$ cat config.mk
export PLATFORM = sky130hd
export DESIGN_NAME = mem_req_arbiter
export DESIGN_NICKNAME = d
export VERILOG_FILES = /design/src/rtl/mem_arb_pkg.sv /design/src/rtl/rr_arbiter.sv /design/src/rtl/mem_req_arbiter.sv
export SDC_FILE = /design/constraint.sdc
export NUM_CORES = 1
export LEC_CHECK = 0
export CORE_UTILIZATION = 50
export CTS_CLUSTER_SIZE = 24
export DETAILED_ROUTE_END_ITERATION = 12
export HOLD_SLACK_MARGIN = 0.03
export PLACE_DENSITY = 0.72
export SLEW_MARGIN = 25
export SYNTH_ARGS = -nofsm -noshare
export SYNTH_HDL_FRONTEND = slang
export SYNTH_SLANG_ARGS = --single-unit
$ cat constraint.sdc
create_clock -name clk -period 7.3 [get_ports clk]
set_clock_uncertainty 0.15 [all_clocks]
set_input_delay 1.46 -clock clk [delete_from_list [all_inputs] [get_ports clk]]
set_output_delay 1.46 -clock clk [all_outputs]
set_load 0.005 [all_outputs]
$ cat src/rtl/mem_arb_pkg.sv
// Shared types for the memory request arbiter: FSM state and operation kind.
package mem_arb_pkg;

    typedef enum logic [1:0] {
        IDLE,
        ISSUE,
        WAIT
    } arb_state_t;

    typedef enum logic {
        OP_RD = 1'b0,
        OP_WR = 1'b1
    } op_t;

    function automatic int unsigned idx_width(input int unsigned n);
        return (n > 1) ? $clog2(n) : 1;
    endfunction

endpackage

$ cat src/rtl/rr_arbiter.sv
// Stateless N-way round-robin pick: first requester after last_grant, wrapping.
module rr_arbiter
    import mem_arb_pkg::*;
#(
    parameter int unsigned N = 2,
    localparam int unsigned SW = idx_width(N)
) (
    input  logic [N-1:0]  req,
    input  logic [SW-1:0] last_grant,
    output logic          grant_valid,
    output logic [SW-1:0] grant_idx
);

    logic [SW-1:0] cand;

    always_comb begin
        grant_valid = 1'b0;
        grant_idx   = '0;
        cand        = '0;
        for (int unsigned off = 1; off <= N; off++) begin
            cand = SW'((32'(last_grant) + off) % N);
            if (!grant_valid && req[cand]) begin
                grant_valid = 1'b1;
                grant_idx   = cand;
            end
        end
    end

endmodule

$ cat src/rtl/mem_req_arbiter.sv
// Funnels per-cache fill/write-back requests onto one memory port, one
// transaction outstanding at a time, round-robin across caches.
module mem_req_arbiter
    import mem_arb_pkg::*;
#(
    parameter int unsigned N  = 2,
    parameter int unsigned AW = 32,
    localparam int unsigned SW = idx_width(N)
) (
    input  logic          clk,
    input  logic          rst,
    input  logic [N-1:0]  mem_read,
    input  logic [N-1:0]  mem_write,
    input  logic [AW-1:0] addr [N],
    output logic [N-1:0]  busy,
    output logic [N-1:0]  done,
    output logic [N-1:0]  drop_err,
    output logic          m_valid,
    input  logic          m_ready,
    output logic          m_we,
    output logic [AW-1:0] m_addr,
    output logic [SW-1:0] m_src,
    input  logic          m_resp
);

    arb_state_t    state, state_nxt;
    logic [N-1:0]  rd_pend, wr_pend;
    logic [AW-1:0] rd_addr [N];
    logic [AW-1:0] wr_addr [N];
    logic [N-1:0]  clr_rd, clr_wr;
    logic [SW-1:0] last_grant, src_q;
    op_t           cur_op;
    logic          grant_valid;
    logic [SW-1:0] grant_idx;
    logic          load, resp_fire;

    assign busy  = rd_pend | wr_pend;
    assign m_we  = (cur_op == OP_WR);
    assign m_src = src_q;

    rr_arbiter #(.N(N)) u_rr (
        .req         (busy),
        .last_grant  (last_grant),
        .grant_valid (grant_valid),
        .grant_idx   (grant_idx)
    );

    always_ff @(posedge clk or posedge rst) begin
        if (rst) state <= IDLE;
        else     state <= state_nxt;
    end

    always_comb begin
        state_nxt = state;
        unique case (state)
            IDLE:    if (grant_valid) state_nxt = ISSUE;
            ISSUE:   if (m_ready)     state_nxt = WAIT;
            WAIT:    if (m_resp)      state_nxt = IDLE;
            default: state_nxt = IDLE;
        endcase
    end

    always_comb begin
        m_valid   = (state == ISSUE);
        load      = (state == IDLE) && grant_valid;
        resp_fire = (state == WAIT) && m_resp;
    end

    always_comb begin
        clr_rd = '0;
        clr_wr = '0;
        if (resp_fire) begin
            if (cur_op == OP_WR) clr_wr[src_q] = 1'b1;
            else                 clr_rd[src_q] = 1'b1;
        end
    end

    // A request landing on a slot being retired this cycle is accepted, not dropped.
    always_ff @(posedge clk or posedge rst) begin
        if (rst) begin
            rd_pend  <= '0;
            wr_pend  <= '0;
            drop_err <= '0;
            for (int unsigned i = 0; i < N; i++) begin
                rd_addr[i] <= '0;
                wr_addr[i] <= '0;
            end
        end else begin
            for (int unsigned i = 0; i < N; i++) begin
                if (mem_read[i] && (!rd_pend[i] || clr_rd[i])) begin
                    rd_pend[i] <= 1'b1;
                    rd_addr[i] <= addr[i];
                end else if (clr_rd[i]) begin
                    rd_pend[i] <= 1'b0;
                end
                if (mem_write[i] && (!wr_pend[i] || clr_wr[i])) begin
                    wr_pend[i] <= 1'b1;
                    wr_addr[i] <= addr[i];
                end else if (clr_wr[i]) begin
                    wr_pend[i] <= 1'b0;
                end
                if ((mem_read[i] && rd_pend[i] && !clr_rd[i]) ||
                    (mem_write[i] && wr_pend[i] && !clr_wr[i]))
                    drop_err[i] <= 1'b1;
            end
        end
    end

    always_ff @(posedge clk or posedge rst) begin
        if (rst) begin
            cur_op     <= OP_RD;
            m_addr     <= '0;
            src_q      <= '0;
            last_grant <= SW'(N - 1);
            done       <= '0;
        end else begin
            done <= '0;
            if (load) begin
                src_q  <= grant_idx;
                cur_op <= wr_pend[grant_idx] ? OP_WR : OP_RD;
                m_addr <= wr_pend[grant_idx] ? wr_addr[grant_idx] : rd_addr[grant_idx];
            end
            if (resp_fire) begin
                last_grant  <= src_q;
                done[src_q] <= 1'b1;
            end
        end
    end

endmodule

==> results.md, run 1 <==
* Status: finished with violations
* Violations in the final reports: DRC
* Slew Limit Headroom at between 30% and 40%
* Share of the synthesized area in the top cell type at a little under three fifths
* Global-route wire length before repair at 28,700 um
* Synthesized flop and latch total at around 170
* Final Routed Wirelength at roughly 18,000 um
* Required time of the worst setup path at 5.69 ns
* Port buffer count at around 110
* H-tree level count at 4
* Critical path launch point: rd_pend[1]
* Leak Pwr at about 4.3 nW
* Area of the die at around 0.016 mm^2
* Maximum count of clock buffers along a single path at 2
* Reg-to-reg critical path startpoint: rd_pend[1]
* Total via count after detailed routing at ~5.1k
* All-Layer GR Usage at between 20% and 30%
* Worst-path maximum fanout at 67
* Setup Crit Path Kind: reg -> out
* WP buf/inv at 2
* Clock network fraction of design power at a little under a quarter
* Worst stage delay on the critical path at about 0.63 ns
* Psw at around 1.2 mW
* Area occupied by multi-input gates at 0.00312 mm^2
* Fraction of power consumed by combinational cells at around a third
* # Post-CTS Setup Buffers at 0
* Global placement routability congestion at around 0.74
* Maximum operating frequency at ~260 MHz
* Portion of the post-synthesis area used by sequential elements at a little under three fifths
* Total negative setup slack at 0 ns
* Internal portion of total power at roughly 2.7 mW
* Crit path max-delay cell type: sky130_fd_sc_hd__clkdlybuf4s50_1
* Root Buffer Master: sky130_fd_sc_hd__clkbuf_16
* Top-level port count at between 100 and 150
* Global-route congestion overflow total at 0
* Average instance area after synthesis at 13.0 um^2
* Number of placement rows at 44
* Critical Path, Cell by Cell: or2_2, buf_4, clkdlybuf4s50_1
* Least setup slack across all paths after layout at roughly 3.4 ns
* Pre-CTS setup slack at 3.36 ns
* Inserted Diodes at 0
* Type of the most critical hold path: reg -> reg
* Initial Util at between 50% and 60%
* Via count of the first global-routing pass at ~5.4k
* Post-synthesis cell type count at 32
* Number of hold violations in the final report at 0
* Synthesized instance count at 586
* CTS buffer count at 17
* Number of sinks on the clock net at ~170
* Nets at 747
* Dominant cell type by area after synthesis: sky130_fd_sc_hd__dfrtp_1
* PwrDens at between 400 and 500 mW/mm^2
* Share of total power in sequential cells at between 40% and 50%
* Max-cap check violation count at 0
* Detailed router's first-iteration violation count at 293
* Tmin final at 3.85 ns
* Routed via count divided by cell count at between 5 and 6
* Final hold slack at 0.323 ns
* Die Wd at approximately 130 um
* Switching share of power at a little under a third
* Syn Nets at roughly 660
* Origin of the worst min-delay path: m_addr[4]
* Biggest area contributors in the synthesized netlist: sky130_fd_sc_hd__dfrtp_1 (56%), sky130_fd_sc_hd__mux2_2 (13%), sky130_fd_sc_hd__a211oi_1 (6.3%), sky130_fd_sc_hd__mux2_4 (5.9%), sky130_fd_sc_hd__and3_1 (5.2%)
* Cell class contributing the biggest share of worst-path delay: buffers and inverters
* Power, Total at between 3 and 4 mW
* Worst setup SP type: flop
* DRC violations left at 7
* Cell area after synthesis at between 0.007 and 0.008 mm^2
* Layout cells sized above 1 at ~25%
* Final critical-path share of the clock period at 52.8%
* Number of endpoints failing setup at the final stage at 0
* Antenna Violating Nets Remaining at 0
* Largest voltage drop on the vdd net at around 0.21 mV
* Max Slew Vio Count at 0
* Hold Buf Count CTS at 0
* Overall die height at roughly 130 um
* CP Capture Type: primary output
* CTS tree: done
* Number of antenna violations at the first check in global routing at 0
* Final HPWL from detailed placement at slightly above 10,000 um
* Setup repair after global routing missed its margin: no
* Area inside the core boundary at approximately 0.015 mm^2
* Relative area change from synthesis to final layout at 23.8%
* Crit path arrival time at between 2 and 2.5 ns
* Fill cell instance count of the final layout at 1,094
* Clk_lat worst skew at 0.42 ns
* Number of resized instances in the post-cts repair step at 0
* Warnings, synthesis at 0
* Mean routed wirelength per cell at 20.2 um
* Register area at approximately 0.0043 mm^2
* Pin count of the biggest net entering global routing at 122
* Clk slew on worst S/H paths at approximately 0.06 ns
* Slew at the pin closest to its max-slew limit at 1.05 ns
* Router iterations before antenna repair at 8
[synth_stat cells]
cell type and n:
sky130_fd_sc_hd__o31a_1 1, sky130_fd_sc_hd__buf_6 4, sky130_fd_sc_hd__nand2_2 2, sky130_fd_sc_hd__inv_1 6
sky130_fd_sc_hd__or2_1 1, sky130_fd_sc_hd__o21ai_0 6, sky130_fd_sc_hd__o31ai_1 32, sky130_fd_sc_hd__or2_2 2
sky130_fd_sc_hd__nand2_1 40, sky130_fd_sc_hd__buf_4 2, sky130_fd_sc_hd__o31ai_2 1, sky130_fd_sc_hd__a2bb2oi_1 1
sky130_fd_sc_hd__nand2b_1 4, sky130_fd_sc_hd__mux2_4 30, sky130_fd_sc_hd__and3_1 64, sky130_fd_sc_hd__mux2_1 8
sky130_fd_sc_hd__o2bb2ai_1 1, sky130_fd_sc_hd__mux2_2 90, sky130_fd_sc_hd__dfstp_2 1, sky130_fd_sc_hd__dfrtp_1 172
sky130_fd_sc_hd__o21ai_2 3, sky130_fd_sc_hd__a211oi_1 64, sky130_fd_sc_hd__inv_2 1, sky130_fd_sc_hd__nand3b_4 1
sky130_fd_sc_hd__nor2_1 3, sky130_fd_sc_hd__a21boi_1 1, sky130_fd_sc_hd__buf_2 16, sky130_fd_sc_hd__nand4b_1 1
sky130_fd_sc_hd__nand2b_4 1, sky130_fd_sc_hd__a221o_1 1, sky130_fd_sc_hd__clkbuf_1 25, sky130_fd_sc_hd__a21oi_1 1
[through the flow]
| step | instance area (um^2) | util, % | instances |
|---|---|---|---|
| floorplan | 7640 | - | 586 |
| global placement | 8860 | 60.2 | 839 |
| detailed placement | 8860 | 60.3 | 839 |
| CTS | 9430 | 64.2 | 870 |
| global route | 9460 | 64.4 | 871 |
| finish | 9460 | 64.4 | 871 |
[power groups by stage]
stage          sequential [mW]  clock (mW)  combinational [mW]
2_1_floorplan             1.59           0               0.900
3_3_place_gp              1.64           0                1.24
3_5_place_dp              1.66           0                1.29
4_1_cts                   1.65       0.892                1.31
5_1_grt                   1.71       0.930                1.41
6_report                  1.66       0.876                1.30
[final timing paths]
kind / endpoint / slack (ns) / cells past startpoint
max in group asynchronous: m_addr[1] / 4.32 / 3
min in group asynchronous: wr_addr[61] / 1.47 / 2
setup reg to reg: m_we / 4.38 / 5
hold reg to reg: m_addr[4] / 0.32 / 2
setup / recovery: busy[1] / 3.45 / 3
hold / removal: m_addr[4] / 0.32 / 2
[tightest hold or removal path, delay by kind of cell, from the launching register on]
kind,cells,cell delay (ns)
simple gates,1,0.05
flops,1,0.34
compound gates,1,0.05
[layer usage]
layer / share of wire (%) / vias up / wire length (um) / track usage (%)
li1: - / 2327 / - / -
met1: 43 / 2625 / 7600 / 30.7
met2: 51 / 130 / 9030 / 40.0
met3: 3.6 / 28 / 631 / 4.25
met4: 2.0 / 0 / 347 / 9.04
met5: 0 / - / 0 / 0
[layout make-up]
type / count / share of cell area, %
multi-input combinational: 359 / 33.0
sequential: 173 / 45.8
clock inverter: 7 / 0.926
timing repair buffer: 117 / 12.5
tap: 184 / 2.43
inverter: 7 / 0.357
clock buffer: 24 / 5.09
[cells by family after synthesis]
group | Yosys count | synth area share [%]
flops | 173 | 56.7
simple gates | 119 | 8.64
mux | 128 | 20.3
compound gates | 112 | 11.0
buf+inv | 54 | 3.40
[registers in the layout, indices dropped and copies added (netlist names), 2 cells and up]
| signal | count |
|---|---|
| drop_err | 2 |
| rd_addr | 64 |
| state | 2 |
| done | 2 |
| wr_addr | 64 |
| m_addr | 32 |
| rd_pend | 2 |
| wr_pend | 2 |
[cell usage in the layout (no fill, tap or decap), types with 2 or more instances in the layout]
cell type,count
sky130_fd_sc_hd__a211oi_1,64
sky130_fd_sc_hd__and3_1,64
sky130_fd_sc_hd__buf_4,4
sky130_fd_sc_hd__bufinv_16,2
sky130_fd_sc_hd__clkbuf_1,4
sky130_fd_sc_hd__clkbuf_16,17
sky130_fd_sc_hd__clkbuf_8,3
sky130_fd_sc_hd__clkdlybuf4s50_1,112
sky130_fd_sc_hd__clkinv_2,4
sky130_fd_sc_hd__dfrtp_1,172
sky130_fd_sc_hd__inv_1,5
sky130_fd_sc_hd__mux2_1,8
sky130_fd_sc_hd__mux2_2,90
sky130_fd_sc_hd__mux2_4,30
sky130_fd_sc_hd__nand2_1,38
sky130_fd_sc_hd__nand2_2,3
sky130_fd_sc_hd__nand2b_1,4
sky130_fd_sc_hd__nor2_1,3
sky130_fd_sc_hd__o21ai_0,5
sky130_fd_sc_hd__o21ai_2,2
sky130_fd_sc_hd__o21ai_4,2
sky130_fd_sc_hd__o31ai_1,32
sky130_fd_sc_hd__or2_2,3
(Power assumes the default switching activity.)
==> run 2, diff against run 1 <==
==> constraint.sdc (replaced) <==
create_clock -name clk -period 3.8 [get_ports clk]
set_clock_uncertainty 0.15 [all_clocks]
set_input_delay 0.76 -clock clk [delete_from_list [all_inputs] [get_ports clk]]
set_output_delay 0.76 -clock clk [all_outputs]
set_load 0.005 [all_outputs]
==> results.md, run 2 (synthesis results as in run 1) <==
* Layout cells sized above 1 at about a quarter
* Clock network fraction of design power at 22.9%
* Number of hold violations in the final report at 0
* Global placement routability congestion at 0.792
* Area inside the core boundary at ~0.015 mm^2
* Setup slack, reg-to-reg at between 0.8 and 0.9 ns
* Root Buffer Master: sky130_fd_sc_hd__clkbuf_16
* Cell count after placement at ~850
* Number of placement rows at between 40 and 50
* Tmin final at ~3.1 ns
* Slew at the pin closest to its max-slew limit at between 1 and 1.5 ns
* H-tree level count at 4
* Violations in the final reports: DRC
* Crit path arrival time at about 2.2 ns
* Clk_lat worst skew at 0.43 ns
* Number of antenna violations at the first check in global routing at 0
* Clk slew on worst S/H paths at around 0.060 ns
* Maximum count of clock buffers along a single path at 2
* Worst reg2reg path depth at 5
* All-Layer GR Usage at between 20% and 30%
* Reg-to-reg critical path startpoint: rd_pend[1]
* Global-route congestion overflow total at 0
* Leading cell types in the layout, fill and taps excluded: sky130_fd_sc_hd__dfrtp_1 (172), sky130_fd_sc_hd__clkdlybuf4s50_1 (112), sky130_fd_sc_hd__mux2_2 (90), sky130_fd_sc_hd__and3_1 (64), sky130_fd_sc_hd__a211oi_1 (64)
* PwrDens at ~800 mW/mm^2
* Share of total power in sequential cells at a little over two fifths
* Switching share of power at roughly 30%
* Registers with the highest flip-flop counts: rd_addr (64), wr_addr (64), m_addr (32)
* Psw at around 2.3 mW
* Antenna Violating Nets Remaining at 0
* Worst-path maximum fanout at 36
* Global-route wire length before repair at 29,300 um
* Inserted Diodes at 0
* Number of endpoints failing setup at the final stage at 0
* Router iterations before antenna repair at 9
* Number of sinks on the clock net at 173
* Worst setup SP type: flop
* Leak Pwr at between 4 and 5 nW
* Max Slew Vio Count at 0
* Largest voltage drop on the vdd net at about 0.36 mV
* Most common cell after layout, fill and taps aside: sky130_fd_sc_hd__dfrtp_1
* Hold Buf Count CTS at 0
* Internal portion of total power at 5.15 mW
* Routed via count divided by cell count at a little under 6
* Area of the die at 0.0158 mm^2
* Pin count of the biggest net entering global routing at between 60 and 70
* CTS buffer count at 17
* CP Capture Type: primary output
* Endpoint of the worst register-to-register path: m_addr[20]
* Maximum operating frequency at between 300 and 400 MHz
* Die Wd at between 100 and 150 um
* Final Routed Wirelength at about 18,000 um
* Setup Crit Path Kind: reg -> out
* Fraction of power consumed by combinational cells at approximately 34%
* Final critical-path share of the clock period at between 80% and 90%
* Total via count after detailed routing at 5,224
* Detailed router's first-iteration violation count at 348
* Status: finished with violations
* Slew Limit Headroom at ~27%
* Overall die height at roughly 130 um
* Required time of the worst setup path at 2.89 ns
* Initial Util at 52.0%
* Critical path launch point: rd_pend[1]
* DRC violations left at 7
* Type of the most critical hold path: reg -> reg
* Relative area change from synthesis to final layout at 24.5%
* Total negative setup slack at 0 ns
* Power, Total at between 7 and 8 mW
* Setup repair after global routing missed its margin: no
* Top-level port count at between 100 and 150
* Max-cap check violation count at 0
* Via count of the first global-routing pass at between 5k and 6k
* Number of resized instances in the post-cts repair step at 0
* Final HPWL from detailed placement at around 11,000 um
* Mean routed wirelength per cell at ~21 um
* Final Non-Filler Cells at between 800 and 900
* CTS tree: done
* Port buffer count at between 100 and 150
* Nets at roughly 760
* Worst setup endpoint: busy[1]
* # Post-CTS Setup Buffers at 0
[run 2: cell count changes in the layout (fill, tap and decap cells not counted), sizes merged]
| cell | delta |
|---|---|
| inv | -1 |
| clkinv | -1 |
| buf | +8 |
| clkbuf | -2 |
| clkinvlp | +2 |
[run 2: worst min-delay path by stage]
stage	start	to	slack, ns	cells after the start
global route	wr_addr[29]	wr_addr[29]	0.34	1
finish	m_addr[23]	m_addr[23]	0.33	2
CTS	m_addr[5]	m_addr[5]	0.33	2
floorplan	last_grant	last_grant	0.30	2
global placement	m_addr[23]	m_addr[23]	0.31	2
detailed placement	m_addr[5]	m_addr[5]	0.32	2
[run 2: layer usage]
metal	up-vias	wire length [um]	GRT usage [%]
li1	2355	-	-
met5	-	0	0
met4	0	321	10.3
met2	153	9090	39.9
met3	26	893	4.84
met1	2690	7950	31.9
[run 2: critical path: stages (launching register included)]
cell                              delay, ns
sky130_fd_sc_hd__dfrtp_1               0.50
sky130_fd_sc_hd__or2_2                 0.64
sky130_fd_sc_hd__clkdlybuf4s50_1       0.63
[run 2: layout make-up]
class | instances | area (um^2)
Fill cell | 1127 | 5180
Sequential cell | 173 | 4330
Multi-Input combinational cell | 359 | 3110
Timing Repair Buffer | 125 | 1250
Clock buffer | 22 | 474
Tap cell | 184 | 230
Clock inverter | 7 | 90.1
Inverter | 7 | 30.0
[run 2: stage by stage]
step | cell area [um^2] | setup slack [ns] | utilization, % | hold WS (ns)
6_report | 9520 | 0.695 | 64.8 | 0.330
5_1_grt | 9520 | 0.610 | 64.8 | 0.340
4_1_cts | 9490 | 0.687 | 64.6 | 0.334
3_5_place_dp | 8930 | 0.638 | 60.7 | 0.320
3_3_place_gp | 8930 | 0.715 | 60.7 | 0.312
2_1_floorplan | 7650 | 0.680 | - | 0.302
[run 2: power by group through the flow]
stage | Combinational [mW] | Clock, mW | Sequential, mW
CTS | 2.53 | 1.71 | 3.19
global placement | 2.42 | 0 | 3.15
detailed placement | 2.51 | 0 | 3.20
global route | 2.75 | 1.79 | 3.29
floorplan | 1.73 | 0 | 3.06
finish | 2.51 | 1.70 | 3.20
==> run 3, diff against run 2 <==
==> constraint.sdc (replaced) <==
create_clock -name clk -period 3.05 [get_ports clk]
set_clock_uncertainty 0.15 [all_clocks]
set_input_delay 0.61 -clock clk [delete_from_list [all_inputs] [get_ports clk]]
set_output_delay 0.61 -clock clk [all_outputs]
set_load 0.005 [all_outputs]
==> results.md, run 3 (synthesis results as in run 1) <==
* Status: finished with violations
* Violations in the final reports: DRC
* Required time of the worst setup path at between 2 and 2.5 ns
* Total negative setup slack at 0 ns
* Max Slew Vio Count at 0
* Mean routed wirelength per cell at ~20 um
* Worst setup SP type: flop
* Internal portion of total power at 6.59 mW
* Root Buffer Master: sky130_fd_sc_hd__clkbuf_16
* Global-route wire length before repair at slightly below 30,000 um
* Final HPWL from detailed placement at about 11,000 um
* Number of hold violations in the final report at 0
* Slew Limit Headroom at about 51%
* Port buffer count at 112
* CP Capture Type: primary output
* Overall die height at about 130 um
* Pin count of the biggest net entering global routing at 76
* Most common cell after layout, fill and taps aside: sky130_fd_sc_hd__dfrtp_1
* DRC violations left at 7
* Relative area change from synthesis to final layout at 26.3%
* Via count of the first global-routing pass at 5,660
* Switching share of power at between 30% and 40%
* Crit path arrival time at approximately 1.8 ns
* Total via count after detailed routing at 5,197
* Number of sinks on the clock net at around 170
* Global placement routability congestion at about 0.76
* All-Layer GR Usage at 24.7%
* Number of resized instances in the post-cts repair step at 0
* Initial Util at roughly 52%
* Clk slew on worst S/H paths at 0.07 ns
* Register area at between 0.004 and 0.005 mm^2
* CTS tree: done
* Clk_lat worst skew at 0.43 ns
* Area occupied by multi-input gates at roughly 0.0031 mm^2
* Tmin final at about 2.6 ns
* Max-cap check violation count at 0
* Setup slack, reg-to-reg at about 0.8 ns
* Detailed router's first-iteration violation count at just under 400
* Number of endpoints failing setup at the final stage at 0
* Setup Crit Path Kind: reg -> out
* Routed via count divided by cell count at 5.89
* Top-level port count at ~110
* Hold Buf Count CTS at 0
* Die Wd at 126 um
* # Post-CTS Setup Buffers at 0
* Final standard cell area without fillers at approximately 0.0097 mm^2
* Maximum count of clock buffers along a single path at 2
* Registers with the highest flip-flop counts: rd_addr (64), wr_addr (64), m_addr (32)
* Least setup slack across all paths after layout at 0.454 ns
* Nets at 757
* Fraction of power consumed by combinational cells at between 30% and 40%
* Global-route congestion overflow total at 0
* Slew at the pin closest to its max-slew limit at about 0.73 ns
* Layout cells sized above 1 at 26.5%
* Type of the most critical hold path: reg -> reg
* Pre-CTS setup slack at around 0.26 ns
* Number of antenna violations at the first check in global routing at 1
* Number of placement rows at 44
* Power, Total at 9.47 mW
* Psw at around 2.9 mW
* Area after DPL at 0.00902 mm^2
* Leading cell types in the layout, fill and taps excluded: sky130_fd_sc_hd__dfrtp_1 (172), sky130_fd_sc_hd__clkdlybuf4s50_1 (112), sky130_fd_sc_hd__mux2_2 (90), sky130_fd_sc_hd__and3_1 (64), sky130_fd_sc_hd__a211oi_1 (64)
* H-tree level count at 4
* CTS buffer count at 17
* Leak Pwr at 4.35 nW
* Maximum operating frequency at 385 MHz
* Final Routed Wirelength at between 15,000 and 20,000 um
* Setup repair after global routing missed its margin: no
* Router iterations before antenna repair at 9
* Largest voltage drop on the vdd net at ~0.48 mV
* Area inside the core boundary at roughly 0.015 mm^2
* Antenna Violating Nets Remaining at 0
* PwrDens at around 980 mW/mm^2
* Clock network fraction of design power at between 20 and 25%
* Worst-path maximum fanout at 9
* Final critical-path share of the clock period at a little under nine tenths
* Share of total power in sequential cells at between 40 and 50%
* Fill cell instance count of the final layout at about 1.1k
* Area of the die at approximately 0.016 mm^2
## run 3: changes by cell type in the layout (fill, tap and decap cells not counted), sizes merged
cell / before / now
clkbuf: 22 / 19
inv: 6 / 9
buf: 13 / 15
bufinv: 2 / 4
clkinv: 3 / 5
clkinvlp: 3 / 2
diode: 0 / 1
## run 3: layer usage
metal  part of all wire, %  track usage, %  vias up
li1                      -               -     2364
met1                    44            31.0     2671
met2                    50            41.5      131
met3                   4.3            5.65       31
met4                   2.5            9.61        0
met5                     0               0        -
## run 3: stage by stage
| step | util, % | cells | hold WS [ns] |
|---|---|---|---|
| 6_report | 65.7 | 883 | 0.327 |
| 4_1_cts | 65.7 | 882 | 0.335 |
| 2_1_floorplan | - | 586 | 0.302 |
| 5_1_grt | 65.7 | 883 | 0.354 |
| 3_3_place_gp | 61.4 | 850 | 0.311 |
| 3_5_place_dp | 61.4 | 850 | 0.320 |
## run 3: cell type report
cell class	count	share of cell area, %
flip-flops and latches	173	44.8
multi-input cells	359	32.2
repair buffers	127	13.7
clock buffers	19	4.59
well taps	184	2.38
clock inverters	13	1.93
inverters	7	0.311
diodes	1	0.0259
## run 3: worst paths after layout
path	from	to	cells after the start
setup reg to reg	rd_pend[0]	m_addr[12]	5
hold / removal	m_addr[23]	m_addr[23]	2
hold reg to reg	m_addr[23]	m_addr[23]	2
max in group asynchronous	rst	wr_addr[55]	3
min in group asynchronous	rst	done[0]	2
setup / recovery	rd_pend[1]	busy[1]	2
## run 3: critical path: stages, from the launching register on
cell and delay (ns):
sky130_fd_sc_hd__dfrtp_1 0.46, sky130_fd_sc_hd__or2_2 0.45, sky130_fd_sc_hd__clkdlybuf4s50_1 0.49
## run 3: power groups by stage
| stage | clock [mW] | sequential, mW | combinational [mW] |
|---|---|---|---|
| detailed placement | 0 | 3.98 | 3.18 |
| global route | 2.46 | 4.09 | 3.47 |
| floorplan | 0 | 3.82 | 2.15 |
| CTS | 2.35 | 3.97 | 3.19 |
| finish | 2.32 | 3.98 | 3.17 |
| global placement | 0 | 3.93 | 3.04 |
